==> src/rtl/inst_mem_loader.sv <==
// Program loader for the RVSEED instruction memory: takes a framed little-endian
// byte stream, writes 32-bit words from address 0 and releases the core once the checksum matches.
module inst_mem_loader #(
    parameter int ADDR_WIDTH = 8,
    parameter int DATA_WIDTH = 32
) (
    input  logic                  clk,
    input  logic                  rst,
    input  logic                  load_start,
    input  logic                  byte_vld,
    input  logic [7:0]            byte_data,
    output logic                  byte_rdy,
    output logic                  mem_we,
    output logic [ADDR_WIDTH-1:0] mem_addr,
    output logic [DATA_WIDTH-1:0] mem_wdata,
    output logic                  cpu_rst_n,
    output logic                  load_busy,
    output logic                  load_done,
    output logic                  load_err,
    output logic [2:0]            fsm_state
);

    // Handshake: a byte transfers on a rising clk edge where byte_vld && byte_rdy;
    // byte_vld may be held low for any number of cycles, byte_rdy never depends on byte_vld.
    typedef enum logic [2:0] {
        IDLE = 3'd0,
        LEN0 = 3'd1,
        LEN1 = 3'd2,
        DATA = 3'd3,
        CSUM = 3'd4,
        DONE = 3'd5,
        ERR  = 3'd6
    } state_t;

    localparam logic [16:0] MAX_WORDS = 17'(1) << ADDR_WIDTH;

    state_t      state, state_next;
    logic [15:0] word_total;
    logic [15:0] word_cnt;
    logic [15:0] n_len;
    logic [7:0]  sum;
    logic [1:0]  byte_cnt;
    logic [23:0] asm_reg;
    logic        xfer;
    logic        start_ok;
    logic        word_last_byte;
    logic        active_next;

    assign xfer           = byte_vld && byte_rdy;
    assign start_ok       = load_start && (state == IDLE || state == DONE || state == ERR);
    assign n_len          = {byte_data, word_total[7:0]};
    assign word_last_byte = xfer && (state == DATA) && (byte_cnt == 2'd3);
    assign fsm_state      = state;

    always_comb begin
        state_next = state;
        case (state)
            IDLE, DONE, ERR: if (load_start) state_next = LEN0;
            LEN0:            if (xfer) state_next = LEN1;
            LEN1: begin
                if (xfer) begin
                    if ({1'b0, n_len} > MAX_WORDS) state_next = ERR;
                    else if (n_len == 16'd0)       state_next = CSUM;
                    else                           state_next = DATA;
                end
            end
            DATA: begin
                if (word_last_byte && (word_cnt == word_total - 16'd1)) state_next = CSUM;
            end
            CSUM: begin
                if (xfer) state_next = (byte_data == sum) ? DONE : ERR;
            end
            default:         state_next = IDLE;
        endcase
    end

    assign active_next = (state_next == LEN0) || (state_next == LEN1) ||
                         (state_next == DATA) || (state_next == CSUM);

    always_ff @(posedge clk or posedge rst) begin
        if (rst) state <= IDLE;
        else     state <= state_next;
    end

    // Status outputs are registered images of the next state, so they settle together.
    always_ff @(posedge clk or posedge rst) begin
        if (rst) begin
            byte_rdy  <= 1'b0;
            load_busy <= 1'b0;
            load_done <= 1'b0;
            load_err  <= 1'b0;
            cpu_rst_n <= 1'b0;
        end else begin
            byte_rdy  <= active_next;
            load_busy <= active_next;
            load_done <= (state_next == DONE);
            load_err  <= (state_next == ERR);
            cpu_rst_n <= (state_next == DONE);
        end
    end

    always_ff @(posedge clk or posedge rst) begin
        if (rst) begin
            word_total <= '0;
            word_cnt   <= '0;
            sum        <= '0;
            byte_cnt   <= '0;
            asm_reg    <= '0;
            mem_we     <= 1'b0;
            mem_addr   <= '0;
            mem_wdata  <= '0;
        end else begin
            mem_we <= 1'b0;
            if (start_ok) begin
                sum      <= '0;
                byte_cnt <= '0;
                word_cnt <= '0;
            end else if (xfer) begin
                case (state)
                    LEN0: begin
                        word_total[7:0] <= byte_data;
                        sum             <= sum + byte_data;
                    end
                    LEN1: begin
                        word_total[15:8] <= byte_data;
                        sum              <= sum + byte_data;
                    end
                    DATA: begin
                        sum      <= sum + byte_data;
                        byte_cnt <= byte_cnt + 2'd1;
                        asm_reg  <= {byte_data, asm_reg[23:8]};
                        // Fourth byte completes the word; the first byte already sits in bits [7:0].
                        if (byte_cnt == 2'd3) begin
                            mem_we    <= 1'b1;
                            mem_addr  <= word_cnt[ADDR_WIDTH-1:0];
                            mem_wdata <= DATA_WIDTH'({byte_data, asm_reg});
                            word_cnt  <= word_cnt + 16'd1;
                        end
                    end
                    default: ;
                endcase
            end
        end
    end

endmodule

==> config.mk <==
export PLATFORM = sky130hd
export DESIGN_NAME = inst_mem_loader
export DESIGN_NICKNAME = d
export VERILOG_FILES = /design/src/rtl/inst_mem_loader.sv
export SDC_FILE = /design/constraint.sdc
export NUM_CORES = 1
export LEC_CHECK = 0
export CAP_MARGIN = 20
export CORE_MARGIN = 1.5
export CORE_UTILIZATION = 56
export DETAILED_ROUTE_END_ITERATION = 8
export HOLD_SLACK_MARGIN = 0.02
export PLACE_DENSITY = 0.84
export SLEW_MARGIN = 0
export SYNTH_ARGS = -nofsm -noshare
export SYNTH_HDL_FRONTEND = slang
export SYNTH_SLANG_ARGS = --single-unit
==> constraint.sdc <==
create_clock -name clk -period 4.4 [get_ports clk]
set_input_delay 1.1 -clock clk [delete_from_list [all_inputs] [get_ports clk]]
set_output_delay 1.1 -clock clk [all_outputs]
set_load 0.005 [all_outputs]
# After elaboration in Yosys (flattened, before gate mapping)
# Cells that the tools add are included.
[word_totals]
in_bits = 12
ff_bits = 113
romBits = 0
out_inout_bits = 49
latch_bits = 0
ramBits = 0
memories = 0
word_cells = 82
[op_classes]
shift = 0
reduce_logical = 25
eq_ne = 15
muxes = 23
magnitude_cmp = 1
multipliers = 0
n_addsub = 4
n_div = 0
n_bitwise = 1
[ops]
columns = ["operator", "n"]
rows = [
  ["$mux W16", 4],
  ["$mux W8", 3],
  ["$mux W3", 7],
  ["$eq A3 B3 Y1 const B", 6],
  ["$add A16 B1 Y16 const B", 1],
  ["$eq A16 B16 Y1", 1],
  ["$gt A16 B9 Y1 const B", 1],
  ["$logic_not A16 Y1", 1],
  ["$sub A16 B1 Y16 const B", 1],
  ["$pmux W3 S5", 1],
  ["$eq A3 B2 Y1 const B", 4],
  ["$reduce_and A3 Y1", 4],
  ["$add A8 B8 Y8", 1],
  ["$eq A8 B8 Y1", 1],
  ["$mux W2", 4],
  ["$reduce_bool A2 Y1", 4],
  ["$eq A3 B1 Y1 const B", 2],
  ["$reduce_or A3 Y1", 2],
  ["$logic_and A1 B1 Y1", 5],
  ["$logic_or A1 B1 Y1", 5],
  ["$mux W1", 4],
  ["$reduce_and A2 Y1", 2],
  ["$reduce_and A4 Y1", 1],
  ["$logic_not A3 Y1", 1],
  ["3 further kinds", 3],
]

# Depth between registers and ports, before layout
[logic_depth]
ltp_word = 10
ltp_mapped = 9
mapped_depth_nobuf = 9

# Worst setup path before layout
# Ideal clock, no wire load.
[synth_path]
path_kind = "register to register"
from = "register word_total[0]"
to = "register state[0] (netlist: fsm_state[0])"
t_arrival_ns = 2.597
setup_ns = 0.139
required_time_ns = 4.261
path_slack_ns = 1.663
path_buffers = 1
synth_period_minus_slack_ns = 2.737
path_stages_with_launch = 9
cell_sequence = "dfrtp_1 > inv_1 > ha_1 > or3b_2 > clkbuf_1 > or3_4 > or3_1 > a2111oi_0 > o21ai_0"
[synth_between]
elab_chain_cells = 5
elab_cells_between_ends = 10
cone_classes = "add/sub: 1; order compare: 1; eq/ne: 1; mux: 5; reduce/logical: 2"
[synth_lines]
columns = ["item", "line", "rtl"]
rows = [
  ["start: declaration", "38", "logic [15:0] word_total;"],
  ["start signal: assignment", "121", "word_total[7:0] <= byte_data;"],
  ["$sub A16 B1 Y16 or $logic_not A16 Y1 (tied branches)", "68, 63", ""],
  ["$eq A16 B16 Y1 or $mux W3 (tied branches)", "68, 63", ""],
  ["$logic_and A1 B1 Y1 or $mux W3 (tied branches)", "68, 62", ""],
  ["$mux W3 (on tied branches)", "68, 61", ""],
  ["$pmux W3 S5 *", "57", "case (state)"],
  ["named net state_next[0]", "37", "state_t state, state_next;"],
  ["end signal: assignment", "82", "else state <= state_next;"],
  ["end: declaration", "37", ""],
]
# Mark *: on every way through the listed nets, which the timed path passes. The rest lies on a longest branch.
# A chain may end at the register's enable or synchronous reset.

# Worst setup path in the final report
[layout_path]
from = "input port byte_data[0]"
to = "register sum[6]"
[layout_between]
elab_chain_cells = 4
[layout_lines]
columns = ["item", "line", "rtl"]
rows = [
  ["start: declaration", "11", "input logic [7:0] byte_data,"],
  ["$add A8 B8 Y8", "122, 126, 129", ""],
  ["$mux W8", "n/a", ""],
  ["$mux W8", "118", "end else if (xfer) begin"],
  ["$mux W8", "114", "if (start_ok) begin"],
  ["end signal: assignment", "122", "sum <= sum + byte_data;"],
  ["end signal: assignment", "126", "sum <= sum + byte_data;"],
  ["end signal: assignment", "129", "sum <= sum + byte_data;"],
  ["end: declaration", "41", "logic [7:0] sum;"],
]
# No other way between the ends. The select of a mux whose other input is x is not followed.

==> flow_metrics.py <==
metrics = {
    "outcome": {
        "outcome": "finished clean",
    },
    "clock_network": {
        "cts_inserted_buffers": 17,
        "clockBufferDepth": 2,
        "clock_latency_ps": 530,
        "cts_setup_buffers": 0,
        "cts-resized-gates": 0,
        "ctsHoldBuffers": 0,
        "clock_sinks": 113,
        "clk_pin_slew_ps": 70,
        "cts_tree": "built",
        "htree_num_levels": 4,
        "clock-root-buffer": "clkbuf_8",
    },
    "floorplan": {
        "fp.dieArea_um2": 10430,
        "ios": 61,
        "die_w_um": 102.1,
        "rows": 35,
        "start_util_pct": 58.69,
        "die_y_um": 102.1,
        "core_um2": 9371,
    },
    "detailed_routing": {
        "num_vias": 4463,
        "drtIter0Drc": 340,
        "drc": 0,
        "wl_met2_um": 7173,
        "ant_nets": 0,
        "drt-met1-wl_um": 5589,
        "vias_per_cell": 5.872,
        "met3RoutedLength_um": 965,
        "wl_um": 14030,
        "post_drt_wl_per_cell_um": 18.46,
        "topRoutingLayerUsed": "met4",
        "first_pass_iters": 4,
    },
    "sta": {
        "report.final.setup_viol": 0,
        "finalHoldWorstSlack_ps": 473.9,
        "fin_crit_sh_pct": 73.56,
        "worst_slack_ps": 1163,
        "maxSlewHeadroom_pct": 42.78,
        "fmax_mhz": 309.0,
        "finalHoldViolCount": 0,
        "drv_slew": 0,
        "setup-tns-final_ps": 0,
        "tightest_slew_ps": 858.3,
        "finClkSkew_ps": 9.668,
        "period_needed_ps": 3237,
        "rsz0062_at_grt": "false",
    },
    "power_and_ir_drop": {
        "peakVddDrop_mv": 0.4491,
        "total_power_mw": 4.685,
        "p_per_area_nw_per_um2": 686.7,
        "p_leak_nw": 3.091,
    },
    "placed_design": {
        "place.gp.congestion": 0.8806,
        "pre_cts_ws_ps": 758.7,
        "dpl.hpwl_um": 8971,
        "placed_area_um2": 6223,
        "dpl.cell_count": 728,
        "place.port_buffers": 60,
    },
    "finish": {
        "layout_commonest_cell": "nand2_1",
        "largest_reg_flops": 32,
        "postLayoutCoreUtil_pct": 72.79,
        "final_layout_size_suffix_gt1_share_pct": 14.26,
        "design_area_um2": 6822,
        "diodes": 0,
        "final_cell_mix": "145 x nand2_1, 113 x dfrtp_1, 60 x clkdlybuf4s50_1, 39 x mux2_2, 26 x nor2_1",
        "nets": 641,
        "stdcell_count": 760,
        "area_delta_synth_final_pct": 24.02,
        "fillers": 644,
    },
    "logic_synthesis": {
        "synth_cell_type_count": 57,
        "netlist_area_um2": 5500,
        "seq_area_frac_synth_pct": 51.41,
        "yosysWarnings": 0,
        "synth_edf_count": 0,
        "ys_ff_latch": 113,
        "syn_inst": 558,
        "syn-num-nets": 581,
        "synth_area_per_cell_um2": 9.857,
        "synth_flop_cell": "dfrtp_1",
        "synth-async-reset-ratio_pct": 100.0,
    },
    "global_routing": {
        "grt_max_degree": 71,
        "gr-total-overflow": 0,
        "track_usage_pct": 29.29,
        "grt_pass1_vias": 4490,
        "antenna_found_initial": 0,
        "grt_pass1_wl_um": 22890,
    },
    "setup_path": {
        "slowest_stage": "clkdlybuf4s50_1",
        "worst-endpoint-arrival_ps": 3670,
        "worst_setup_path_end_kind": "flop",
        "crit_required_ps": 4830,
        "startpoint_type": "input port",
        "setup.worst_path.class": "in2reg",
        "critPathMaxFanout": 8,
        "crit_family": "compound AO/OA/AOI/OAI gates",
        "path_cells": "clkdlybuf4s50_1, ha_1, inv_1, fa_1, nor2b_1, o21ai_0, a21boi_0, o21ai_0, nor3b_1, o32ai_1",
        "path_buf_inv": 2,
        "slowest_delay_ps": 670,
        "critPathMostFrequentCell": "o21ai_0",
    },
    "run": {
        "maxCapViolations": 0,
    },
    "hold_path": {
        "hp-class": "reg2reg",
    },
}
logic make-up (layout without fill, tap and decap cells):
logic type	Yosys count	in the layout	synth area share, %
flops	113	113	51.41
compound gates	71	71	8.235
buf+inv	42	115	3.139
mux	43	43	8.712
simple gates	250	250	21.41
fa+ha+maj	11	11	2.639
xor+xnor	28	28	4.459
report_power, final:
part           internal (mW)  leakage (nW)  switching [mW]
sequential              1.42          1.45           0.381
clock                  0.863         0.294           0.533
combinational          0.806          1.35           0.684
total                   3.09          3.09            1.60
layer usage:
layer | vias up | track usage [%]
met5 | - | 0
met4 | 0 | 11.70
met3 | 35 | 10.12
met2 | 172 | 47.94
met1 | 2212 | 35.74
li1 | 2044 | -
path summary, 6_finish.rpt:
kind / startpoint / to / slack, ps / cells after the start
max: byte_data[0] / sum[6] / 1160 / 10
min: mem_wdata[11] / mem_wdata[11] / 470 / 2
max reg2reg: word_total[0] / fsm_state[0] / 1350 / 7
min reg2reg: mem_wdata[11] / mem_wdata[11] / 470 / 2
max in group asynchronous: rst / asm_reg[14] / 2440 / 3
min in group asynchronous: rst / asm_reg[1] / 1130 / 2
synthesized netlist by cell type (all sizes together), types with 2 or more instances:
cell / instances / area share, %
nand4b: 2 / 0.32
o41ai: 2 / 0.32
nor2b: 3 / 0.34
o21ai: 25 / 2.3
clkbuf: 25 / 1.7
nor4: 7 / 0.80
nand3b: 4 / 0.55
dfrtp: 113 / 51
and2: 2 / 0.23
nor4b: 3 / 0.71
nand2b: 4 / 0.45
and3b: 2 / 0.34
xor2: 16 / 2.5
nand3: 9 / 0.82
nor2: 27 / 1.8
or4: 2 / 0.34
a211oi: 2 / 0.27
a21o: 3 / 0.41
nand4: 6 / 0.68
a21oi: 9 / 0.82
a2111oi: 2 / 0.32
a21boi: 4 / 0.55
nand2: 145 / 9.9
o32ai: 3 / 0.48
and3: 7 / 0.80
xnor2: 12 / 1.9
and4: 4 / 0.64
inv: 13 / 0.89
nor3b: 2 / 0.27
o22ai: 6 / 0.68
a31oi: 6 / 0.68
or3: 7 / 0.89
nor3: 11 / 1.0
ha: 10 / 2.3
mux2: 39 / 8.0
buf: 4 / 0.55
mux2i: 4 / 0.73
worst min-delay path, cell delays in order, from the launching register on:
cell and delay, ps:
dfrtp_1 340, nand2_1 50, nand2_1 60
final cells by class:
| class | instances | area [um^2] | area share [%] |
|---|---|---|---|
| flip-flops and latches | 113 | 2828 | 41.45 |
| multi-input cells | 403 | 2507 | 36.76 |
| repair buffers | 70 | 675.6 | 9.905 |
| clock buffers | 20 | 455.4 | 6.676 |
| well taps | 129 | 161.4 | 2.366 |
| clock inverters | 12 | 142.6 | 2.091 |
| inverters | 13 | 51.30 | 0.7520 |
Power figures use the tool's default switching activity.
